==> src/rtl/lcd_pkg.sv <==
// Shared types and constants for the HD44780 write-only controller.
package lcd_pkg;

   typedef enum logic [2:0] {
      ST_PWRUP,
      ST_INIT,
      ST_IDLE,
      ST_SETUP,
      ST_EHIGH,
      ST_HOLD,
      ST_WAIT
   } lcd_state_t;

   // Commands that need the long post-write delay on the panel.
   localparam logic [7:0] CMD_CLR  = 8'h01;
   localparam logic [7:0] CMD_HOME = 8'h02;

   // Power-up sequence: 8-bit bus/2 lines (x3), display on, clear, entry mode.
   localparam int         INIT_LEN = 6;
   localparam int         IDX_W    = 3;
   localparam logic [8*INIT_LEN-1:0] INIT_ROM =
      {8'h06, 8'h01, 8'h0C, 8'h38, 8'h38, 8'h38};

   function automatic logic [7:0] init_rom_byte(input logic [IDX_W-1:0] idx);
      init_rom_byte = 8'h00;
      for (int i = 0; i < INIT_LEN; i++) begin
         if (idx == IDX_W'(i)) init_rom_byte = INIT_ROM[8*i +: 8];
      end
   endfunction

   // Clear and home are slow; the panel ignores bit 0 of home, so 0x03 is home too.
   function automatic logic is_slow_cmd(input logic rs, input logic [7:0] data);
      is_slow_cmd = !rs && (data == CMD_CLR || data == CMD_HOME || data == 8'h03);
   endfunction

   function automatic int imax(input int a, input int b);
      imax = (a > b) ? a : b;
   endfunction

endpackage

==> src/rtl/lcd_timer.sv <==
// Loadable down-counter that parks at zero and flags it.
module lcd_timer #(
   parameter int W = 8
) (
   input  logic         clk,
   input  logic         load,
   input  logic [W-1:0] load_val,
   output logic         zero
);

   logic [W-1:0] cnt_reg;

   // Load has priority; the owner drives load during reset so no reset is needed here.
   always_ff @(posedge clk) begin
      if (load) begin
         cnt_reg <= load_val;
      end else if (cnt_reg != '0) begin
         cnt_reg <= cnt_reg - W'(1);
      end
   end

   assign zero = (cnt_reg == '0);

endmodule

==> src/rtl/lcd_hd44780_ctrl.sv <==
// HD44780 8-bit write-only controller: power-up init, then valid/ready byte writes.
module lcd_hd44780_ctrl
   import lcd_pkg::*;
#(
   parameter int T_PWRUP = 750000,
   parameter int T_SETUP = 4,
   parameter int T_EPW   = 12,
   parameter int T_HOLD  = 4,
   parameter int T_CMD   = 2000,
   parameter int T_CLR   = 82000
) (
   input  logic       clk_clk,
   input  logic       reset_reset_n,
   input  logic       req_valid,
   output logic       req_ready,
   input  logic       req_rs,
   input  logic [7:0] req_data,
   output logic       init_done,
   output logic       lcd_rs,
   output logic       lcd_rw,
   output logic       lcd_e,
   output logic [7:0] lcd_data
);

   localparam int T_MAX = imax(imax(imax(T_PWRUP, T_SETUP), imax(T_EPW, T_HOLD)),
                               imax(T_CMD, T_CLR));
   localparam int CNT_W = $clog2(T_MAX) + 1;

   lcd_state_t       state_reg, state_next;
   logic [IDX_W-1:0] idx_reg, idx_next;
   logic             init_done_reg, init_done_next;
   logic             rs_reg, rs_next;
   logic [7:0]       data_reg, data_next;

   logic             cnt_load;
   logic [CNT_W-1:0] cnt_load_val;
   logic             cnt_zero;

   lcd_timer #(.W(CNT_W)) u_timer (
      .clk      (clk_clk),
      .load     (cnt_load),
      .load_val (cnt_load_val),
      .zero     (cnt_zero)
   );

   // State and captured-byte registers; reset restarts the whole power-up sequence.
   always_ff @(posedge clk_clk) begin
      if (!reset_reset_n) begin
         state_reg     <= ST_PWRUP;
         idx_reg       <= '0;
         init_done_reg <= 1'b0;
         rs_reg        <= 1'b0;
         data_reg      <= 8'h00;
      end else begin
         state_reg     <= state_next;
         idx_reg       <= idx_next;
         init_done_reg <= init_done_next;
         rs_reg        <= rs_next;
         data_reg      <= data_next;
      end
   end

   // Next-state logic: timed states leave when the shared counter reaches zero.
   always_comb begin
      state_next     = state_reg;
      idx_next       = idx_reg;
      init_done_next = init_done_reg;
      rs_next        = rs_reg;
      data_next      = data_reg;
      case (state_reg)
         ST_PWRUP: begin
            if (cnt_zero) begin
               state_next = ST_INIT;
               idx_next   = '0;
            end
         end
         ST_INIT: begin
            rs_next    = 1'b0;
            data_next  = init_rom_byte(idx_reg);
            state_next = ST_SETUP;
         end
         ST_IDLE: begin
            if (req_valid && init_done_reg) begin
               rs_next    = req_rs;
               data_next  = req_data;
               state_next = ST_SETUP;
            end
         end
         ST_SETUP: if (cnt_zero) state_next = ST_EHIGH;
         ST_EHIGH: if (cnt_zero) state_next = ST_HOLD;
         ST_HOLD:  if (cnt_zero) state_next = ST_WAIT;
         ST_WAIT: begin
            if (cnt_zero) begin
               if (init_done_reg) begin
                  state_next = ST_IDLE;
               end else if (idx_reg == IDX_W'(INIT_LEN - 1)) begin
                  state_next     = ST_IDLE;
                  init_done_next = 1'b1;
               end else begin
                  state_next = ST_INIT;
                  idx_next   = idx_reg + IDX_W'(1);
               end
            end
         end
         default: state_next = ST_PWRUP;
      endcase
   end

   // Outputs and counter reload; the counter gets duration-1 on every state entry.
   always_comb begin
      req_ready = (state_reg == ST_IDLE) && init_done_reg;
      init_done = init_done_reg;
      lcd_e     = (state_reg == ST_EHIGH);
      lcd_rs    = rs_reg;
      lcd_data  = data_reg;
      lcd_rw    = 1'b0;

      cnt_load     = !reset_reset_n || (state_next != state_reg);
      cnt_load_val = '0;
      if (!reset_reset_n) begin
         cnt_load_val = CNT_W'(T_PWRUP - 1);
      end else begin
         case (state_next)
            ST_PWRUP: cnt_load_val = CNT_W'(T_PWRUP - 1);
            ST_SETUP: cnt_load_val = CNT_W'(T_SETUP - 1);
            ST_EHIGH: cnt_load_val = CNT_W'(T_EPW - 1);
            ST_HOLD:  cnt_load_val = CNT_W'(T_HOLD - 1);
            ST_WAIT:  cnt_load_val = is_slow_cmd(rs_reg, data_reg) ? CNT_W'(T_CLR - 1)
                                                                   : CNT_W'(T_CMD - 1);
            default:  cnt_load_val = '0;
         endcase
      end
   end

endmodule

==> config.mk <==
export PLATFORM = sky130hd
export DESIGN_NAME = lcd_hd44780_ctrl
export DESIGN_NICKNAME = d
export VERILOG_FILES = /design/src/rtl/lcd_pkg.sv /design/src/rtl/lcd_timer.sv /design/src/rtl/lcd_hd44780_ctrl.sv
export SDC_FILE = /design/constraint.sdc
export NUM_CORES = 1
export LEC_CHECK = 0
export BUFFER_PORTS_ARGS = -buffer_cell sky130_fd_sc_hd__buf_4
export CAP_MARGIN = 20
export CELL_PAD_IN_SITES_DETAIL_PLACEMENT = 1
export CELL_PAD_IN_SITES_GLOBAL_PLACEMENT = 1
export CORE_ASPECT_RATIO = 0.9
export CORE_MARGIN = 2
export CORE_UTILIZATION = 25
export DETAILED_ROUTE_END_ITERATION = 10
export GPL_TIMING_DRIVEN = 0
export HOLD_SLACK_MARGIN = 0.12
export PLACE_DENSITY = 0.48
export SYNTH_ARGS = -nofsm -noshare
export SYNTH_HDL_FRONTEND = slang
export SYNTH_SLANG_ARGS = --single-unit
==> constraint.sdc <==
create_clock -name clk_clk -period 4.25 [get_ports clk_clk]
set_input_delay 0.6375 -clock clk_clk [delete_from_list [all_inputs] [get_ports clk_clk]]
set_output_delay 0.6375 -clock clk_clk [all_outputs]
set_load 0.01 [all_outputs]
==> impl_metrics.ini, run 1 <==
[outcome]
status = finished clean

[placement]
hpwl_mm = 4.46
globalplace.congestion = 0.734
port_buffers = 23
place_ws_ns = 1.06

[floorplanning]
fp.dieArea_um2 = 9620
core_area_um2 = 8570
start_util = 0.258
chipHeight_um = 93.3
num_io_pins = 25
num_rows = 32
die_w_um = 103

[logic_synthesis]
yosys_warnings = 0
synthesis.nets = 256
ys.flop_type = edfxtp_1
synth_area_um2 = 2210
synth_commonest_cells = a21oi_1 (25), nand2_1 (25), edfxtp_1 (21), nor2_1 (19), dfxtp_1 (16)
synth.largest_area_cell = edfxtp_1
synth_edf_count = 21
synth.distinct_cells = 53
synth.avg_cell_area_um2 = 9.34
synth_top_cells_by_area = edfxtp_1 (28%), dfxtp_1 (14%), a21oi_1 (5.7%)
synthCells = 237
async_flop_share = 0
synth_top_area_share = 0.285
ys_seq_area_frac = 0.430
synth_seq_cells = 37

[timing]
slew_violations = 0
period_minus_slack_ns = 3.04
hold_viol = 0
worst_pin_slew_ns = 0.978
final.setup.tns_ns = 0
worst_slack_ns = 1.21
setup_viol = 0
max_freq_mhz = 329
rsz0062_at_grt = false
slew-limit-headroom = 0.342
timing.final.crit_share = 0.716
skew_ns = 0.0124

[cts]
postCtsSetupRepairBufs = 0
cts_resized = 0
clk_pin_slew_ns = 0.08
cts-root-buf = clkbuf_8
htree_levels = 2
clock_sinks = 37
clk_latency_ns = 0.30
cts_tree = done
postCtsHoldBufs = 0
clk_path_buf_depth = 2
cts_buffers = 5

[layout]
final_util = 0.305
largest_reg_flops = 21
drive_gt1_frac = 0.153
antennaDiodeCount = 0
final_nets = 286
syn2layout_area_growth_pct = 18.3
seqCellArea_um2 = 951
multiInputGateArea_um2 = 1190
fillers = 1048

[critical_path]
required_ns = 4.17
worstSetupPathType = reg -> reg
worst_ep_arrival_time_ns = 2.96
r2r_slack_ns = 1.21
crit_fanout = 21
r2r-end = u_timer.cnt_reg[13]$_DFFE_PP_
end_kind = flop
cp-start-kind = flop
r2r_cells = 5
r2r-start = u_timer.cnt_reg[14]$_DFFE_PP_

[grt]
overflow = 0
grt_max_degree = 22
grt_pass1_wl_mm = 10.6
antenna_found_initial = 0
grt_usage = 0.144
grt_pass1_vias = 1995

[route]
drc_errors = 0
num_vias = 1908
viasPerCell = 4.93
totalWireLength_mm = 6.26
drtAntennaViolNets = 0
first_pass_iters = 4
wl_per_cell_um = 16.2
drt_iter0_markers = 96

[pwr]
switching_share = 0.240
pwr-share-seq = 0.574
p_int_uw = 508
ir_worst_vdd_mv = 0.103
pwr-share-comb = 0.049
leakage_uw = 0.000858
switchingPower_uw = 161
power_frac_clock = 0.377
powerDensity_nw_per_um2 = 256

[min_path]
hold_depth = 2
min_from = lcd_rs$_SDFFE_PN0P_
hold_class = reg -> reg
hold_end = lcd_rs$_SDFFE_PN0P_

[run]
maxCapViolCount = 0
per-stage QoR:
stage | hold WS (ns) | power [uW] | cell area (um2) | std cells
after floorplan | 0.455 | 409 | 2210 | 237
after global placement | 0.467 | 425 | 2530 | 379
after detailed placement | 0.465 | 425 | 2530 | 379
after CTS | 0.482 | 680 | 2620 | 387
after global routing | 0.524 | 698 | 2620 | 387
final | 0.478 | 669 | 2620 | 387
logic make-up after synthesis:
family / after synthesis / synth area share
and+or+nand+nor: 95 / 0.230
xor gates and xnor gates: 17 / 0.0673
adders and majority gates: 7 / 0.0396
buffers and inverters: 18 / 0.0339
other: 1 / 0.00169
muxes: 1 / 0.00452
DFF: 37 / 0.430
AOI/OAI and AO/OA: 61 / 0.193
worst max-delay path, stage by stage (launching register included):
cell and delay, ns:
edfxtp_1 0.48, nor4_1 0.52, nand4_2 0.25, o31a_4 0.44, buf_2 0.22, nand2_1 0.74
power by group through the flow:
| stage | logic (uW) | clock network (uW) | registers (uW) |
|---|---|---|---|
| 2_1_floorplan | 17.6 | 0 | 391 |
| 3_3_place_gp | 32.4 | 0 | 393 |
| 3_5_place_dp | 32.3 | 0 | 392 |
| 4_1_cts | 32.8 | 263 | 384 |
| 5_1_grt | 36.2 | 277 | 385 |
| 6_report | 32.5 | 252 | 384 |
per-layer routing:
layer | vias up | GRT usage | wire (um)
met4 | 0 | 0.0395 | 82
met2 | 19 | 0.213 | 2780
met1 | 945 | 0.215 | 3260
met3 | 6 | 0.0247 | 134
met5 | - | 0 | 0
li1 | 938 | - | -
layout by cell type (no fill, tap or decap), types with 3 or more instances in the layout:
| cell type | n |
|---|---|
| nand2_1 | 25 |
| xor2_1 | 5 |
| buf_4 | 24 |
| nor2_1 | 19 |
| ha_1 | 7 |
| dfxtp_1 | 16 |
| nand3_1 | 5 |
| edfxtp_1 | 21 |
| a21oi_1 | 25 |
| and2_1 | 3 |
| o21ai_0 | 6 |
| xnor2_1 | 12 |
| clkbuf_1 | 6 |
| nand4_1 | 3 |
| or3_1 | 4 |
| clkbuf_8 | 5 |
| a211oi_1 | 3 |
| nor4_1 | 7 |
| inv_1 | 9 |
| nor3_1 | 13 |
| buf_2 | 3 |
| a22oi_1 | 5 |
| o22ai_1 | 3 |
area by class of cell:
cell class                      count  share of cell area
Buffer                              9              0.0158
Clock buffer                        6              0.0277
Clock inverter                      2             0.00382
Inverter                            9              0.0129
Multi-Input combinational cell    182               0.454
Sequential cell                    37               0.363
Tap cell                          119              0.0569
Timing Repair Buffer               23              0.0660
worst max path at each step:
stage | start | to | cells past startpoint
after global placement | req_valid | u_timer.cnt_reg[15]$_SDFFCE_PN0P_ | 6
final | u_timer.cnt_reg[14]$_DFFE_PP_ | u_timer.cnt_reg[13]$_DFFE_PP_ | 5
after global routing | u_timer.cnt_reg[14]$_DFFE_PP_ | u_timer.cnt_reg[17]$_DFFE_PP_ | 5
after CTS | u_timer.cnt_reg[14]$_DFFE_PP_ | u_timer.cnt_reg[12]$_DFFE_PP_ | 5
after detailed placement | req_valid | u_timer.cnt_reg[14]$_DFFE_PP_ | 6
after floorplan | u_timer.cnt_reg[7]$_DFFE_PP_ | u_timer.cnt_reg[0]$_DFFE_PP_ | 5
Power figures use the tool's default switching activity.
==> run 2: changes to the inputs <==
- clock period: 4.25 -> 3 ns (I/O delays scaled with it)
==> impl_metrics.ini, run 2 (same netlist as run 1, synthesis figures left out) <==
[critical_path]
cp.depth = 5
cp-endpoint = u_timer.cnt_reg[13]$_DFFE_PP_
critPathTopFamily = simple AND/OR/NAND/NOR gates
r2r-start = u_timer.cnt_reg[14]$_DFFE_PP_
worstSetupStartpoint = u_timer.cnt_reg[14]$_DFFE_PP_
critPathBufInv = 1
worstSetupPathType = reg -> reg
r2r_slack_ns = 0.23
worst_ep_arrival_time_ns = 2.70
worst_path_largest_cell_delay_ns = 0.52
crit_slowest_cell = nor4_1
r2r-end = u_timer.cnt_reg[13]$_DFFE_PP_
crit_fanout = 21
end_kind = flop
required_ns = 2.93
r2r_cells = 5
worstPathCellList = nor4_1 -> nand4_2 -> o31a_4 -> buf_2 -> nand2_2
cp-start-kind = flop

[layout]
drive_gt1_frac = 0.160
syn2layout_area_growth_pct = 19.1
layout_common_cells = a21oi_1 (25), buf_4 (25), nand2_1 (24)
final_nets = 287
antennaDiodeCount = 0
largest_reg_flops = 21
fillers = 1047

[cts]
htree_levels = 2
clk_pin_slew_ns = 0.08
clk_latency_ns = 0.30
cts-root-buf = clkbuf_8
cts_tree = done
clock_sinks = 37
clk_path_buf_depth = 2
cts_buffers = 5

[floorplanning]
fp.dieArea_um2 = 9620
num_io_pins = 25
start_util = 0.258
num_rows = 32
chipHeight_um = 93.3
core_area_um2 = 8570
die_w_um = 103

[timing]
final.setup.tns_ns = 0
hold_viol = 0
slew-limit-headroom = 0.342
slew_violations = 0
max_freq_mhz = 361
rsz0062_at_grt = false
period_minus_slack_ns = 2.77
worst_slack_ns = 0.226
skew_ns = 0.0128
worst_pin_slew_ns = 0.977
timing.final.crit_share = 0.925
setup_viol = 0
fin_hold_ws_ns = 0.409

[grt]
grt_max_degree = 22
antenna_found_initial = 0
grt_usage = 0.144
grt_pass1_vias = 1995
overflow = 0
grt_pass1_wl_mm = 10.6

[route]
viasPerCell = 4.96
drt_iter0_markers = 86
first_pass_iters = 4
drc_errors = 0
num_vias = 1925
drtAntennaViolNets = 0
wl_per_cell_um = 16.2
totalWireLength_mm = 6.27

[pwr]
leakage_uw = 0.000865
ir_worst_vdd_mv = 0.145
powerDensity_nw_per_um2 = 360
power.total_uw = 949

[placement]
hpwl_mm = 4.46
place_ws_ns = -0.0747
port_buffers = 23
globalplace.congestion = 0.734

[run]
maxCapViolCount = 0

[min_path]
hold_class = in -> reg

[outcome]
status = finished clean
[run 2: stage by stage]
step / util / instance area, um2 / cells
floorplan: - / 2210 / 237
global placement: 0.296 / 2530 / 379
detailed placement: 0.296 / 2530 / 379
CTS: 0.306 / 2620 / 387
global route: 0.308 / 2640 / 388
finish: 0.308 / 2640 / 388
[run 2: area by class of cell]
| class | instances | area, um2 | area share |
|---|---|---|---|
| plain buffers | 9 | 41.3 | 0.0157 |
| clock buffers | 6 | 72.6 | 0.0275 |
| clock inverters | 2 | 10.0 | 0.00380 |
| inverters | 9 | 33.8 | 0.0128 |
| multi-input cells | 182 | 1200 | 0.455 |
| flip-flops and latches | 37 | 951 | 0.361 |
| well taps | 119 | 149 | 0.0565 |
| repair buffers | 24 | 180 | 0.0683 |
[run 2: power by group]
| part | total (uW) | internal, uW | switching [uW] |
|---|---|---|---|
| sequential | 544 | 538 | 6.83 |
| clock | 358 | 162 | 196 |
| combinational | 46.5 | 21.4 | 25.1 |
| total | 949 | 721 | 228 |
[run 2: layer usage]
layer	GRT usage	part of all wire
met1	0.215	0.52
met2	0.213	0.45
met3	0.0247	0.019
met4	0.0395	0.013
met5	0	0
[run 2: what timing repair did]
action | 4_1_cts | 5_1_grt
endpoints found under the setup margin | 21 | 7
gates resized for setup | 1 | 1
setup buffers | 0 | 1
pin swaps | 0 | 1
hold buffers | 0 | 0
[run 2: worst min-delay path by stage]
stage | start | endpoint | cells past startpoint
after detailed placement | lcd_data[7]$_SDFFE_PN0P_ | lcd_data[7]$_SDFFE_PN0P_ | 2
after CTS | req_data[5] | lcd_data[5]$_SDFFE_PN0P_ | 3
after global placement | lcd_data[6]$_SDFFE_PN0P_ | lcd_data[6]$_SDFFE_PN0P_ | 2
final | req_data[4] | lcd_data[4]$_SDFFE_PN0P_ | 3
after global routing | req_data[4] | lcd_data[4]$_SDFFE_PN0P_ | 3
after floorplan | idx_reg[0]$_SDFFE_PN0P_ | idx_reg[0]$_SDFFE_PN0P_ | 1
[run 2: worst register-to-register path, cell delays in order, from the launching register on]
cell and delay, ns:
edfxtp_1 0.48, nor4_1 0.52, nand4_2 0.27, o31a_4 0.45, buf_2 0.23, nand2_2 0.46
